[src/rtl/calc_mem_pkg.sv]
// Shared definitions for the calculator memory bank: op codes, word width, FSM encoding, BCD helpers.
// The ACC state exists only when MEM_ACCUM_EN is defined.
package calc_mem_pkg;

  localparam int unsigned BCD_WORD_W = 13;

  localparam logic [1:0] OP_NOP      = 2'b00;
  localparam logic [1:0] OP_STORE    = 2'b01;
  localparam logic [1:0] OP_RETRIEVE = 2'b10;
  localparam logic [1:0] OP_CLEAR    = 2'b11;

  localparam logic [2:0] S_IDLE  = 3'd0;
  localparam logic [2:0] S_CHECK = 3'd1;
  localparam logic [2:0] S_EXEC  = 3'd2;
  localparam logic [2:0] S_RESP  = 3'd3;
`ifdef MEM_ACCUM_EN
  localparam logic [2:0] S_ACC   = 3'd4;
`endif

  function automatic logic is_bcd_digit(input logic [3:0] d);
    return d <= 4'd9;
  endfunction

  // The sign bit is not part of the digit check.
  function automatic logic is_bcd_magnitude(input logic [BCD_WORD_W-1:0] w);
    return is_bcd_digit(w[11:8]) && is_bcd_digit(w[7:4]) && is_bcd_digit(w[3:0]);
  endfunction

endpackage

[src/rtl/bcd_addsub3.sv]
// Combinational 3-digit sign-magnitude BCD adder/subtractor with saturation flag.
// Built only when MEM_ACCUM_EN is defined.
`ifdef MEM_ACCUM_EN
module bcd_addsub3
  import calc_mem_pkg::*;
(
  input  logic [BCD_WORD_W-1:0] a,
  input  logic [BCD_WORD_W-1:0] b,
  output logic [BCD_WORD_W-1:0] sum,
  output logic                  ovf
);

  logic [11:0] addMag;
  logic [11:0] subMag;
  logic [11:0] bigMag;
  logic [11:0] smallMag;
  logic        aBig;
  logic        addCarry;
  logic        c;
  logic [4:0]  t;

  always_comb begin
    sum      = '0;
    ovf      = 1'b0;
    addMag   = '0;
    subMag   = '0;
    addCarry = 1'b0;
    c        = 1'b0;
    t        = '0;
    // Packed valid BCD orders the same as its binary value.
    aBig     = a[11:0] >= b[11:0];
    bigMag   = aBig ? a[11:0] : b[11:0];
    smallMag = aBig ? b[11:0] : a[11:0];

    for (int unsigned i = 0; i < 3; i++) begin
      t = {1'b0, a[4*i +: 4]} + {1'b0, b[4*i +: 4]} + {4'b0, c};
      if (t > 5'd9) begin
        addMag[4*i +: 4] = 4'(t - 5'd10);
        c = 1'b1;
      end else begin
        addMag[4*i +: 4] = t[3:0];
        c = 1'b0;
      end
    end
    addCarry = c;

    c = 1'b0;
    for (int unsigned i = 0; i < 3; i++) begin
      t = {1'b0, bigMag[4*i +: 4]} - {1'b0, smallMag[4*i +: 4]} - {4'b0, c};
      if (t[4]) begin
        subMag[4*i +: 4] = 4'(t + 5'd10);
        c = 1'b1;
      end else begin
        subMag[4*i +: 4] = t[3:0];
        c = 1'b0;
      end
    end

    if (a[12] == b[12]) begin
      if (addCarry) begin
        sum = {a[12], 12'h999};
        ovf = 1'b1;
      end else begin
        sum = {a[12], addMag};
      end
    end else begin
      sum = {aBig ? a[12] : b[12], subMag};
    end

    if (sum[11:0] == 12'h000) sum[12] = 1'b0;
  end

endmodule
`endif

[src/rtl/calc_memory_bank.sv]
// Calculator memory bank: NUM_SLOTS signed-BCD words served over valid/ready request/response channels.
// Define MEM_ACCUM_EN to turn op 00 into M+ (saturating BCD accumulate, one extra cycle).
module calc_memory_bank
  import calc_mem_pkg::*;
#(
  parameter int NUM_SLOTS = 4,
  parameter int SLOT_W    = 2
) (
  input  logic                  clk,
  input  logic                  rst_n,
  input  logic                  req_valid,
  output logic                  req_ready,
  input  logic [1:0]            req_op,
  input  logic [SLOT_W-1:0]     req_slot,
  input  logic [BCD_WORD_W-1:0] req_data,
  output logic                  rsp_valid,
  input  logic                  rsp_ready,
  output logic [BCD_WORD_W-1:0] rsp_data,
  output logic                  rsp_err
);

  logic [2:0]            state;
  logic [1:0]            opQ;
  logic [SLOT_W-1:0]     slotQ;
  logic [BCD_WORD_W-1:0] dataQ;
  logic                  errQ;
  logic [BCD_WORD_W-1:0] rspDataQ;
  logic                  rspErrQ;
  logic [BCD_WORD_W-1:0] slots [NUM_SLOTS];

  logic                  inRange;
  logic [BCD_WORD_W-1:0] curSlot;
  logic                  checkErr;
  logic                  needDigits;
  logic [BCD_WORD_W-1:0] storeVal;
  logic                  wrEn;
  logic [BCD_WORD_W-1:0] wrData;

`ifdef MEM_ACCUM_EN
  logic [BCD_WORD_W-1:0] accSum;
  logic                  accOvf;

  bcd_addsub3 uAddSub (
    .a   (curSlot),
    .b   (dataQ),
    .sum (accSum),
    .ovf (accOvf)
  );
`endif

  // Range check and read mux share one loop so out-of-range indices never touch the array.
  always_comb begin
    inRange = 1'b0;
    curSlot = '0;
    for (int unsigned i = 0; i < NUM_SLOTS; i++) begin
      if (slotQ == SLOT_W'(i)) begin
        inRange = 1'b1;
        curSlot = slots[i];
      end
    end
  end

  always_comb begin
    needDigits = (opQ == OP_STORE);
`ifdef MEM_ACCUM_EN
    if (opQ == OP_NOP) needDigits = 1'b1;
`endif
    checkErr = !inRange || (needDigits && !is_bcd_magnitude(dataQ));
    storeVal = (dataQ[11:0] == 12'h000) ? '0 : dataQ;
  end

  always_comb begin
    wrEn   = 1'b0;
    wrData = '0;
    if (state == S_EXEC && !errQ) begin
      if (opQ == OP_STORE) begin
        wrEn   = 1'b1;
        wrData = storeVal;
      end else if (opQ == OP_CLEAR) begin
        wrEn   = 1'b1;
        wrData = '0;
      end
    end
`ifdef MEM_ACCUM_EN
    if (state == S_ACC) begin
      wrEn   = 1'b1;
      wrData = accSum;
    end
`endif
  end

  always_ff @(posedge clk or negedge rst_n) begin
    if (!rst_n) begin
      for (int unsigned i = 0; i < NUM_SLOTS; i++) slots[i] <= '0;
    end else begin
      for (int unsigned i = 0; i < NUM_SLOTS; i++) begin
        if (wrEn && slotQ == SLOT_W'(i)) slots[i] <= wrData;
      end
    end
  end

  always_ff @(posedge clk or negedge rst_n) begin
    if (!rst_n) begin
      state    <= S_IDLE;
      opQ      <= OP_NOP;
      slotQ    <= '0;
      dataQ    <= '0;
      errQ     <= 1'b0;
      rspDataQ <= '0;
      rspErrQ  <= 1'b0;
    end else begin
      case (state)
        S_IDLE: begin
          if (req_valid) begin
            opQ   <= req_op;
            slotQ <= req_slot;
            dataQ <= req_data;
            state <= S_CHECK;
          end
        end
        S_CHECK: begin
          errQ  <= checkErr;
          state <= S_EXEC;
        end
        S_EXEC: begin
          rspErrQ  <= errQ;
          rspDataQ <= wrEn ? wrData : (errQ ? '0 : curSlot);
`ifdef MEM_ACCUM_EN
          if (!errQ && opQ == OP_NOP) begin
            state <= S_ACC;
          end else begin
            state <= S_RESP;
          end
`else
          state <= S_RESP;
`endif
        end
`ifdef MEM_ACCUM_EN
        S_ACC: begin
          rspDataQ <= accSum;
          rspErrQ  <= accOvf;
          state    <= S_RESP;
        end
`endif
        S_RESP: begin
          if (rsp_ready) state <= S_IDLE;
        end
        default: state <= S_IDLE;
      endcase
    end
  end

  assign req_ready = rst_n && (state == S_IDLE);
  assign rsp_valid = (state == S_RESP);
  assign rsp_data  = rspDataQ;
  assign rsp_err   = rspErrQ;

endmodule

[config.mk]
export PLATFORM = sky130hd
export DESIGN_NAME = calc_memory_bank
export DESIGN_NICKNAME = d
export VERILOG_FILES = /design/src/rtl/calc_mem_pkg.sv /design/src/rtl/bcd_addsub3.sv /design/src/rtl/calc_memory_bank.sv
export SDC_FILE = /design/constraint.sdc
export NUM_CORES = 1
export LEC_CHECK = 0
export BUFFER_PORTS_ARGS = -buffer_cell sky130_fd_sc_hd__clkbuf_2
export CAP_MARGIN = 20
export CORE_ASPECT_RATIO = 0.9
export CORE_UTILIZATION = 40
export CTS_CLUSTER_DIAMETER = 200
export CTS_CLUSTER_SIZE = 16
export DETAILED_ROUTE_END_ITERATION = 8
export PLACE_DENSITY = 0.62
export REMOVE_ABC_BUFFERS = 1
export SLEW_MARGIN = 20
export SYNTH_ARGS = -nofsm -noshare
export SYNTH_HDL_FRONTEND = slang
export SYNTH_SLANG_ARGS = --single-unit
[constraint.sdc]
create_clock -name clk -period 5.1 [get_ports clk]
set_input_delay 0.255 -clock clk [delete_from_list [all_inputs] [get_ports clk]]
set_output_delay 0.255 -clock clk [all_outputs]
set_load 0.05 [all_outputs]
==> results.py, run 1 <==
metrics = {
    "status": {
        "status": "finished, final reports clean",
    },
    "critical_path": {
        "cp_slowest_stage_delay_ns": 0.73,
        "worstPathRequired_ns": 5.34,
        "worstSetupStartpointType": "flop",
        "crit_fanout": 16,
        "critPathTopFamily": "simple AND/OR/NAND/NOR gates",
        "path_cells": "inv_1 -> ha_1 -> nand3b_4 -> or3_1 -> mux2_4",
        "crit_path_end_kind": "flop",
        "cp.arrival_ns": 2.85,
        "slowest_stage": "or3_1",
        "path_buf_inv": 1,
        "crit_type": "reg2reg",
        "reg2reg_slack_ns": 2.49,
    },
    "placed_design": {
        "dp_hpwl_mm": 5.54,
        "gp_congestion": 0.790,
        "placed_cell_area_um2": 4220,
        "port_buffers": 36,
    },
    "sta": {
        "fin_crit_sh": 0.512,
        "holdWs_ns": 0.125,
        "slew_headroom": 0.398,
        "hold_viol": 0,
        "fin_skew_ns": 0.00673,
        "setup_tns_ns": 0,
        "finalSetupViolations": 0,
        "fin_crit_ns": 2.61,
        "drv_slew": 0,
        "tightest_slew_ns": 0.900,
        "rsz0062_at_grt": "no",
        "max_freq_mhz": 383,
    },
    "detailed_routing": {
        "dr.pass1.iters": 4,
        "drt_iter0_drc": 160,
        "viasPerCell": 5.41,
        "dr_total_vias": 2417,
        "antenna_left": 0,
        "drc": 0,
        "wire_per_inst_um": 18.4,
        "finalWirelength_mm": 8.24,
    },
    "cts": {
        "htree_num_levels": 3,
        "clkTransAtPathRegs_ns": 0.08,
        "cts_tree": "done",
        "cts_resized": 0,
        "clk_latency_ns": 0.35,
        "clock-sinks": 86,
        "clk_path_buf_depth": 2,
        "numCtsBuffers": 9,
        "cts_setup_buffers": 0,
        "holdBufCountCts": 1,
        "clockRootBuffer": "clkbuf_8",
    },
    "floorplan": {
        "die_area_um2": 10200,
        "num_rows": 33,
        "die_y_um": 96.0,
        "start_util": 0.421,
        "io_pins": 37,
        "die_width_um": 106,
        "core_um2": 9330,
    },
    "synth": {
        "synthCells": 283,
        "yosysUniqueCellTypes": 34,
        "ys_dominant_reg_cell": "dfrtp_1",
        "yosysSeqAreaShare": 0.548,
        "synth_seq_cells": 86,
        "async_flop_share": 1.00,
        "ys.warnings.count": 0,
        "synth_edf_count": 0,
        "netlist_area_um2": 3930,
        "avgSynthCellArea_um2": 13.9,
    },
    "final_layout": {
        "fillers": 873,
        "fin_nets": 347,
        "fin_util": 0.472,
        "final_cell_area_um2": 4410,
        "seqCellArea_um2": 2150,
        "multiInputGateArea_um2": 1670,
        "antenna_cells": 0,
        "drive_gt1_frac": 0.425,
        "syn_to_final_growth_pct": 12.2,
    },
    "global_routing": {
        "antenna_found_initial": 0,
        "grt_pass1_vias": 2402,
        "grt.total_usage": 0.177,
        "overflow": 0,
        "grt_pass1_wl_mm": 13.3,
        "grt_max_degree": 72,
    },
    "power_and_ir_drop": {
        "vdd_drop_max_mv": 0.321,
        "power.leakage_nw": 2.04,
        "power_density_nw_per_um2": 676,
        "p_total_mw": 2.98,
    },
    "hold_path": {
        "hp-class": "in2reg",
    },
    "run": {
        "maxCapViolCount": 0,
    },
}
## routing by layer
layer / wire length, um / global-route usage / up-vias / part of all wire
met1: 3960 / 0.247 / 1238 / 0.48
met2: 3810 / 0.281 / 61 / 0.46
met3: 368 / 0.0366 / 11 / 0.045
li1: - / - / 1107 / -
met4: 102 / 0.0502 / 0 / 0.012
met5: 0 / 0 / - / 0
## sequential cells by signal, indices dropped and copies added, names as in the netlist
| register | cells |
|---|---|
| slotQ | 2 |
| rsp_data | 13 |
| errQ | 1 |
| slots | 52 |
| state | 2 |
| opQ | 2 |
| dataQ | 13 |
| rsp_err | 1 |
## where the power goes
part / switching, mW / total, mW / leakage [nW] / internal (mW)
registers: 0.299 / 1.30 / 1.10 / 1.00
logic: 0.663 / 1.25 / 0.844 / 0.587
clock network: 0.233 / 0.431 / 0.0910 / 0.198
total: 1.19 / 2.98 / 2.04 / 1.79
## cell type report
type | count | share of cell area
inverter | 6 | 0.00511
timing repair buffer | 42 | 0.0522
sequential | 86 | 0.489
clock inverter | 4 | 0.00511
tap | 122 | 0.0346
multi-input combinational | 176 | 0.380
clock buffer | 11 | 0.0344
## per-stage QoR
stage / cells / setup WS [ns]
after floorplan: 268 / 2.62
after global placement: 431 / 2.43
after detailed placement: 431 / 2.34
after CTS: 447 / 2.35
after global routing: 447 / 2.35
final: 447 / 2.49
## synthesized netlist by cell type (all sizes together), types with 3 or more instances
cell | count | share of area
clkbuf | 5 | 0.0048
a22o | 3 | 0.0067
inv | 6 | 0.0057
mux4 | 13 | 0.075
buf | 10 | 0.016
nand2b | 3 | 0.0048
a31oi | 3 | 0.0048
dfrtp | 86 | 0.55
o21ai | 7 | 0.0089
mux2 | 63 | 0.19
ha | 5 | 0.016
nor4 | 3 | 0.0048
nand2 | 7 | 0.0067
o31ai | 6 | 0.011
and2 | 4 | 0.0064
a21oi | 12 | 0.015
nor2b | 11 | 0.018
nor2 | 15 | 0.015
a22oi | 10 | 0.019
## worst register-to-register path, stage by stage, from the launching register on
cell and delay [ns]:
dfrtp_1 0.44, inv_1 0.10, ha_1 0.56, nand3b_4 0.22
or3_1 0.73, mux2_4 0.43
## logic make-up after synthesis
family / synth area share
flops: 0.548
buf+inv: 0.0264
mux: 0.267
compound gates: 0.0710
simple gates: 0.0717
fa+ha+maj: 0.0159
## placed cells by master (no fill, tap or decap), types with 5 or more instances in the layout
cell / count
ha_1: 5
a22oi_1: 10
o21ai_0: 7
clkbuf_2: 35
o31ai_1: 6
buf_4: 6
mux4_2: 13
inv_1: 6
clkbuf_8: 11
mux2_4: 7
a21oi_1: 12
nor2_1: 13
dfrtp_1: 85
nor2b_1: 11
nand2_1: 7
mux2_2: 56
## final timing paths
check,end,depth (start not counted),start
max in group asynchronous,slotQ[0],3,rst_n
min,dataQ[4],2,req_data[4]
max,slots[46],5,state[0]
min in group asynchronous,rsp_data[12],2,rst_n
max reg2reg,slots[46],5,state[0]
min reg2reg,slots[23],1,slots[23]
(Power assumes the default switching activity.)
==> run 2, diff against run 1 <==
- PLACE_DENSITY: 0.62 -> 0.64
- clock period: 5.1 -> 2.4 ns (I/O delays scaled with it)
==> run 2 against run 1 <==
- clock-buffer cell count is 2 lower
- largest cell class unchanged
- clock power grew to 2.6 times the previous value
- power is 120% higher
- highest routed layer unchanged
- sequential power increased by 100%
- register-to-register slack worse by 2.2 ns
==> results.py, run 2 (same netlist as run 1, synthesis figures left out) <==
metrics = {
    "detailed_routing": {
        "drc": 0,
        "dr_total_vias": 2497,
        "wire_per_inst_um": 17.2,
        "finalWirelength_mm": 8.19,
        "antenna_left": 0,
        "dr.pass1.iters": 4,
        "drt_iter0_drc": 167,
        "viasPerCell": 5.26,
    },
    "cts": {
        "numCtsBuffers": 9,
        "cts_tree": "done",
        "cts_resized": 0,
        "clk_latency_ns": 0.36,
        "clk_path_buf_depth": 2,
        "holdBufCountCts": 17,
        "clockRootBuffer": "clkbuf_8",
        "clkTransAtPathRegs_ns": 0.09,
        "cts_setup_buffers": 0,
        "htree_num_levels": 3,
        "clock-sinks": 86,
    },
    "global_routing": {
        "antenna_found_initial": 0,
        "grt_pass1_vias": 2551,
        "grt_pass1_wl_mm": 13.6,
        "overflow": 0,
        "grt_max_degree": 66,
        "grt.total_usage": 0.180,
    },
    "status": {
        "status": "finished, final reports clean",
    },
    "sta": {
        "tightest_slew_ns": 0.823,
        "hold_viol": 0,
        "rsz0062_at_grt": "no",
        "slew_headroom": 0.452,
        "holdWs_ns": 0.0163,
        "drv_slew": 0,
        "setup_tns_ns": 0,
        "fin_crit_sh": 0.869,
        "fin_skew_ns": 0.00866,
        "fin_crit_ns": 2.09,
        "max_freq_mhz": 480,
        "finalSetupViolations": 0,
    },
    "critical_path": {
        "cp.arrival_ns": 2.35,
        "worstPathRequired_ns": 2.67,
        "crit_type": "reg2reg",
        "crit_fanout": 20,
        "crit_path_end_kind": "flop",
        "worstSetupStartpointType": "flop",
    },
    "floorplan": {
        "die_area_um2": 10200,
        "io_pins": 37,
        "core_um2": 9330,
        "num_rows": 33,
        "start_util": 0.421,
        "die_width_um": 106,
        "die_y_um": 96.0,
    },
    "run": {
        "maxCapViolCount": 0,
    },
    "placed_design": {
        "gp_congestion": 0.723,
        "port_buffers": 36,
        "placed_cell_area_um2": 4310,
        "dp_hpwl_mm": 5.50,
    },
    "power_and_ir_drop": {
        "clkPwrFrac": 0.169,
        "vdd_drop_max_mv": 0.699,
        "power.leakage_nw": 2.18,
        "p_total_mw": 6.65,
        "seq_power_share": 0.398,
        "p_sw_frac": 0.387,
        "p_comb_frac": 0.433,
        "internal_power_mw": 4.07,
        "power_density_nw_per_um2": 1410,
        "power_switching_mw": 2.57,
    },
    "final_layout": {
        "fin_util": 0.504,
        "fin_nets": 374,
        "largest_register_ffs": 52,
        "final_common_cell": "dfrtp_1",
        "antenna_cells": 0,
        "drive_gt1_frac": 0.419,
        "mostFrequentLayoutCells": "dfrtp_1, mux2_2, clkbuf_2",
        "largest-register": "slots",
        "final_cell_area_um2": 4710,
        "syn_to_final_growth_pct": 19.8,
    },
    "hold_path": {
        "hp-class": "in2reg",
    },
}
-- run 2: final timing paths --
path,startpoint,to,slack (ns),cells past startpoint
min,req_op[1],opQ[1],0.02,2
min reg2reg,slots[8],slots[8],0.51,1
max reg2reg,state[0],slots[25],0.31,6
max in group asynchronous,rst_n,slots[34],1.10,3
min in group asynchronous,rst_n,dataQ[6],0.19,2
max,state[0],slots[25],0.31,6
-- run 2: stage by stage --
step           std cells  setup WS [ns]
3_5_place_dp         442          0.314
6_report             475          0.315
5_1_grt              475         0.0987
4_1_cts              475          0.319
2_1_floorplan        268        -0.0776
3_3_place_gp         442          0.407
-- run 2: metal layers --
| layer | vias up | GRT usage | share of wire |
|---|---|---|---|
| met3 | 13 | 0.0460 | 0.045 |
| met2 | 50 | 0.279 | 0.46 |
| met4 | 0 | 0.0605 | 0.013 |
| met5 | - | 0 | 0 |
| met1 | 1267 | 0.250 | 0.48 |
| li1 | 1167 | - | - |
-- run 2: power by group through the flow --
stage	clock, mW	combinational (mW)	sequential [mW]
after detailed placement	0	2.88	2.67
after global routing	1.21	3.15	2.74
after CTS	1.16	2.91	2.65
after global placement	0	2.82	2.66
final	1.12	2.88	2.65
after floorplan	0	1.67	2.97
-- run 2: final cells by class --
| cell class | count | area [um2] |
|---|---|---|
| clock buffer | 9 | 124 |
| fill | 822 | 4630 |
| sequential | 86 | 2150 |
| inverter | 6 | 22.5 |
| clock inverter | 7 | 97.6 |
| timing repair buffer | 69 | 485 |
| tap | 122 | 153 |
| multi-input combinational | 176 | 1670 |
-- run 2: critical path, stage by stage, from the launching register on --
cell	delay [ns]
dfrtp_1	0.45
inv_1	0.10
ha_1	0.24
buf_4	0.26
and4bb_2	0.50
nand2_1	0.21
o31ai_1	0.23
==> run 3, diff against run 2 <==
- CORE_UTILIZATION: 40 -> 35
- PLACE_DENSITY: 0.64 -> 0.58
==> run 3 against run 2 <==
- clock skew shrank 0.0013 ns
- wire length grew 4.8%
- via count shrank 0.12%
- die area is 14% higher
- critical path depth did not move
- power up 4.4%
- first-iteration DRC count down 50%
- register-to-register slack lost 0.09 ns
- core utilization down 6.9 points
- critical path type unchanged
- highest routed layer unchanged
==> results.py, run 3 (same netlist as run 1, synthesis figures left out) <==
metrics = {
    "sta": {
        "slew_headroom": 0.684,
        "setup_tns_ns": 0,
        "fin_crit_sh": 0.905,
        "rsz0062_at_grt": "no",
        "drv_slew": 0,
        "holdWs_ns": 0.00759,
        "max_freq_mhz": 460,
        "hold_viol": 0,
        "fin_skew_ns": 0.00732,
        "fin_crit_ns": 2.17,
        "tightest_slew_ns": 0.474,
        "worst_slack_ns": 0.227,
        "finalSetupViolations": 0,
    },
    "placed_design": {
        "pre_cts_ws_ns": 0.222,
        "dp_hpwl_mm": 5.86,
        "placed_cell_area_um2": 4360,
        "gp_congestion": 0.760,
        "placed_cells": 473,
        "port_buffers": 36,
    },
    "cts": {
        "cts_tree": "done",
        "numCtsBuffers": 9,
        "clockRootBuffer": "clkbuf_16",
        "clk_path_buf_depth": 2,
        "clock-sinks": 86,
        "cts_setup_buffers": 0,
        "clkTransAtPathRegs_ns": 0.06,
        "cts_resized": 0,
        "clk_latency_ns": 0.34,
        "htree_num_levels": 3,
        "holdBufCountCts": 6,
    },
    "final_layout": {
        "syn_to_final_growth_pct": 20.4,
        "seqCellArea_um2": 2150,
        "drive_gt1_frac": 0.434,
        "fin_util": 0.436,
        "antenna_cells": 0,
        "final_cell_area_um2": 4730,
        "fillers": 1016,
        "final_common_cell": "dfrtp_1",
        "mostFrequentLayoutCells": "dfrtp_1, mux2_2, clkbuf_2",
        "multiInputGateArea_um2": 1670,
        "largest_register_ffs": 52,
        "layout.cells.non_filler": 495,
        "fin_nets": 364,
        "largest-register": "slots",
    },
    "critical_path": {
        "reg2reg_slack_ns": 0.23,
        "worstSetupStartpointType": "flop",
        "cp-endpoint": "slots[51]",
        "rr_startpoint": "state[0]",
        "cp-startpoint": "state[0]",
        "worstPathRequired_ns": 2.64,
        "worstReg2RegEnd": "slots[51]",
        "cp.arrival_ns": 2.41,
        "crit_fanout": 30,
        "worst-r2r-cell-count": 6,
        "crit_path_end_kind": "flop",
        "crit_type": "reg2reg",
    },
    "floorplan": {
        "io_pins": 37,
        "die_y_um": 102,
        "num_rows": 36,
        "die_width_um": 114,
        "die_area_um2": 11600,
        "start_util": 0.362,
        "core_um2": 10900,
    },
    "detailed_routing": {
        "finalWirelength_mm": 8.58,
        "drt_iter0_drc": 83,
        "drc": 0,
        "viasPerCell": 5.04,
        "wire_per_inst_um": 17.3,
        "dr_total_vias": 2494,
        "dr.pass1.iters": 4,
        "antenna_left": 0,
    },
    "power_and_ir_drop": {
        "vdd_drop_max_mv": 0.588,
        "power.leakage_nw": 2.19,
        "p_total_mw": 6.94,
        "power_density_nw_per_um2": 1470,
    },
    "global_routing": {
        "grt.total_usage": 0.166,
        "grt_pass1_vias": 2554,
        "overflow": 0,
        "grt_max_degree": 78,
        "grt_pass1_wl_mm": 14.2,
        "antenna_found_initial": 0,
    },
    "status": {
        "status": "finished, final reports clean",
    },
    "hold_path": {
        "hp-class": "in2reg",
        "whs_path_depth": 2,
    },
    "run": {
        "maxCapViolCount": 0,
    },
}
[run 3: report_power, final]
group / switching (mW) / internal (mW) / leakage [nW]
clock network: 0.556 / 0.862 / 0.155
registers: 0.566 / 2.13 / 1.10
logic: 1.50 / 1.33 / 0.929
total: 2.62 / 4.32 / 2.19
[run 3: worst max-delay path: stages, from the launching register on]
cell and delay, ns:
dfrtp_1 0.44, inv_1 0.11, ha_1 0.22, buf_4 0.32, and4bb_2 0.53, nand2_1 0.21, o31ai_1 0.24
[run 3: routing by layer]
| layer | global-route usage | vias up | wire length [um] |
|---|---|---|---|
| li1 | - | 1146 | - |
| met1 | 0.223 | 1291 | 4020 |
| met4 | 0.0516 | 0 | 63 |
| met5 | 0 | - | 0 |
| met3 | 0.0417 | 7 | 395 |
| met2 | 0.267 | 50 | 4110 |
[run 3: final cells by class]
cell class / count / share of cell area
timing repair buffer: 59 / 0.0810
inverter: 6 / 0.00476
clock inverter: 5 / 0.0122
sequential: 86 / 0.455
tap: 152 / 0.0402
clock buffer: 11 / 0.0534
multi-input combinational: 176 / 0.353
[run 3: worst min-delay path by stage]
| stage | startpoint | slack, ns | endpoint |
|---|---|---|---|
| 3_5_place_dp | rst_n | -0.02 | slots[36] |
| 5_1_grt | req_data[6] | 0.003 | dataQ[6] |
| 6_report | req_data[5] | 0.008 | dataQ[5] |
| 2_1_floorplan | rst_n | -0.18 | dataQ[0] |
| 3_3_place_gp | rst_n | -0.02 | slots[36] |
| 4_1_cts | req_data[6] | 0.0004 | dataQ[6] |
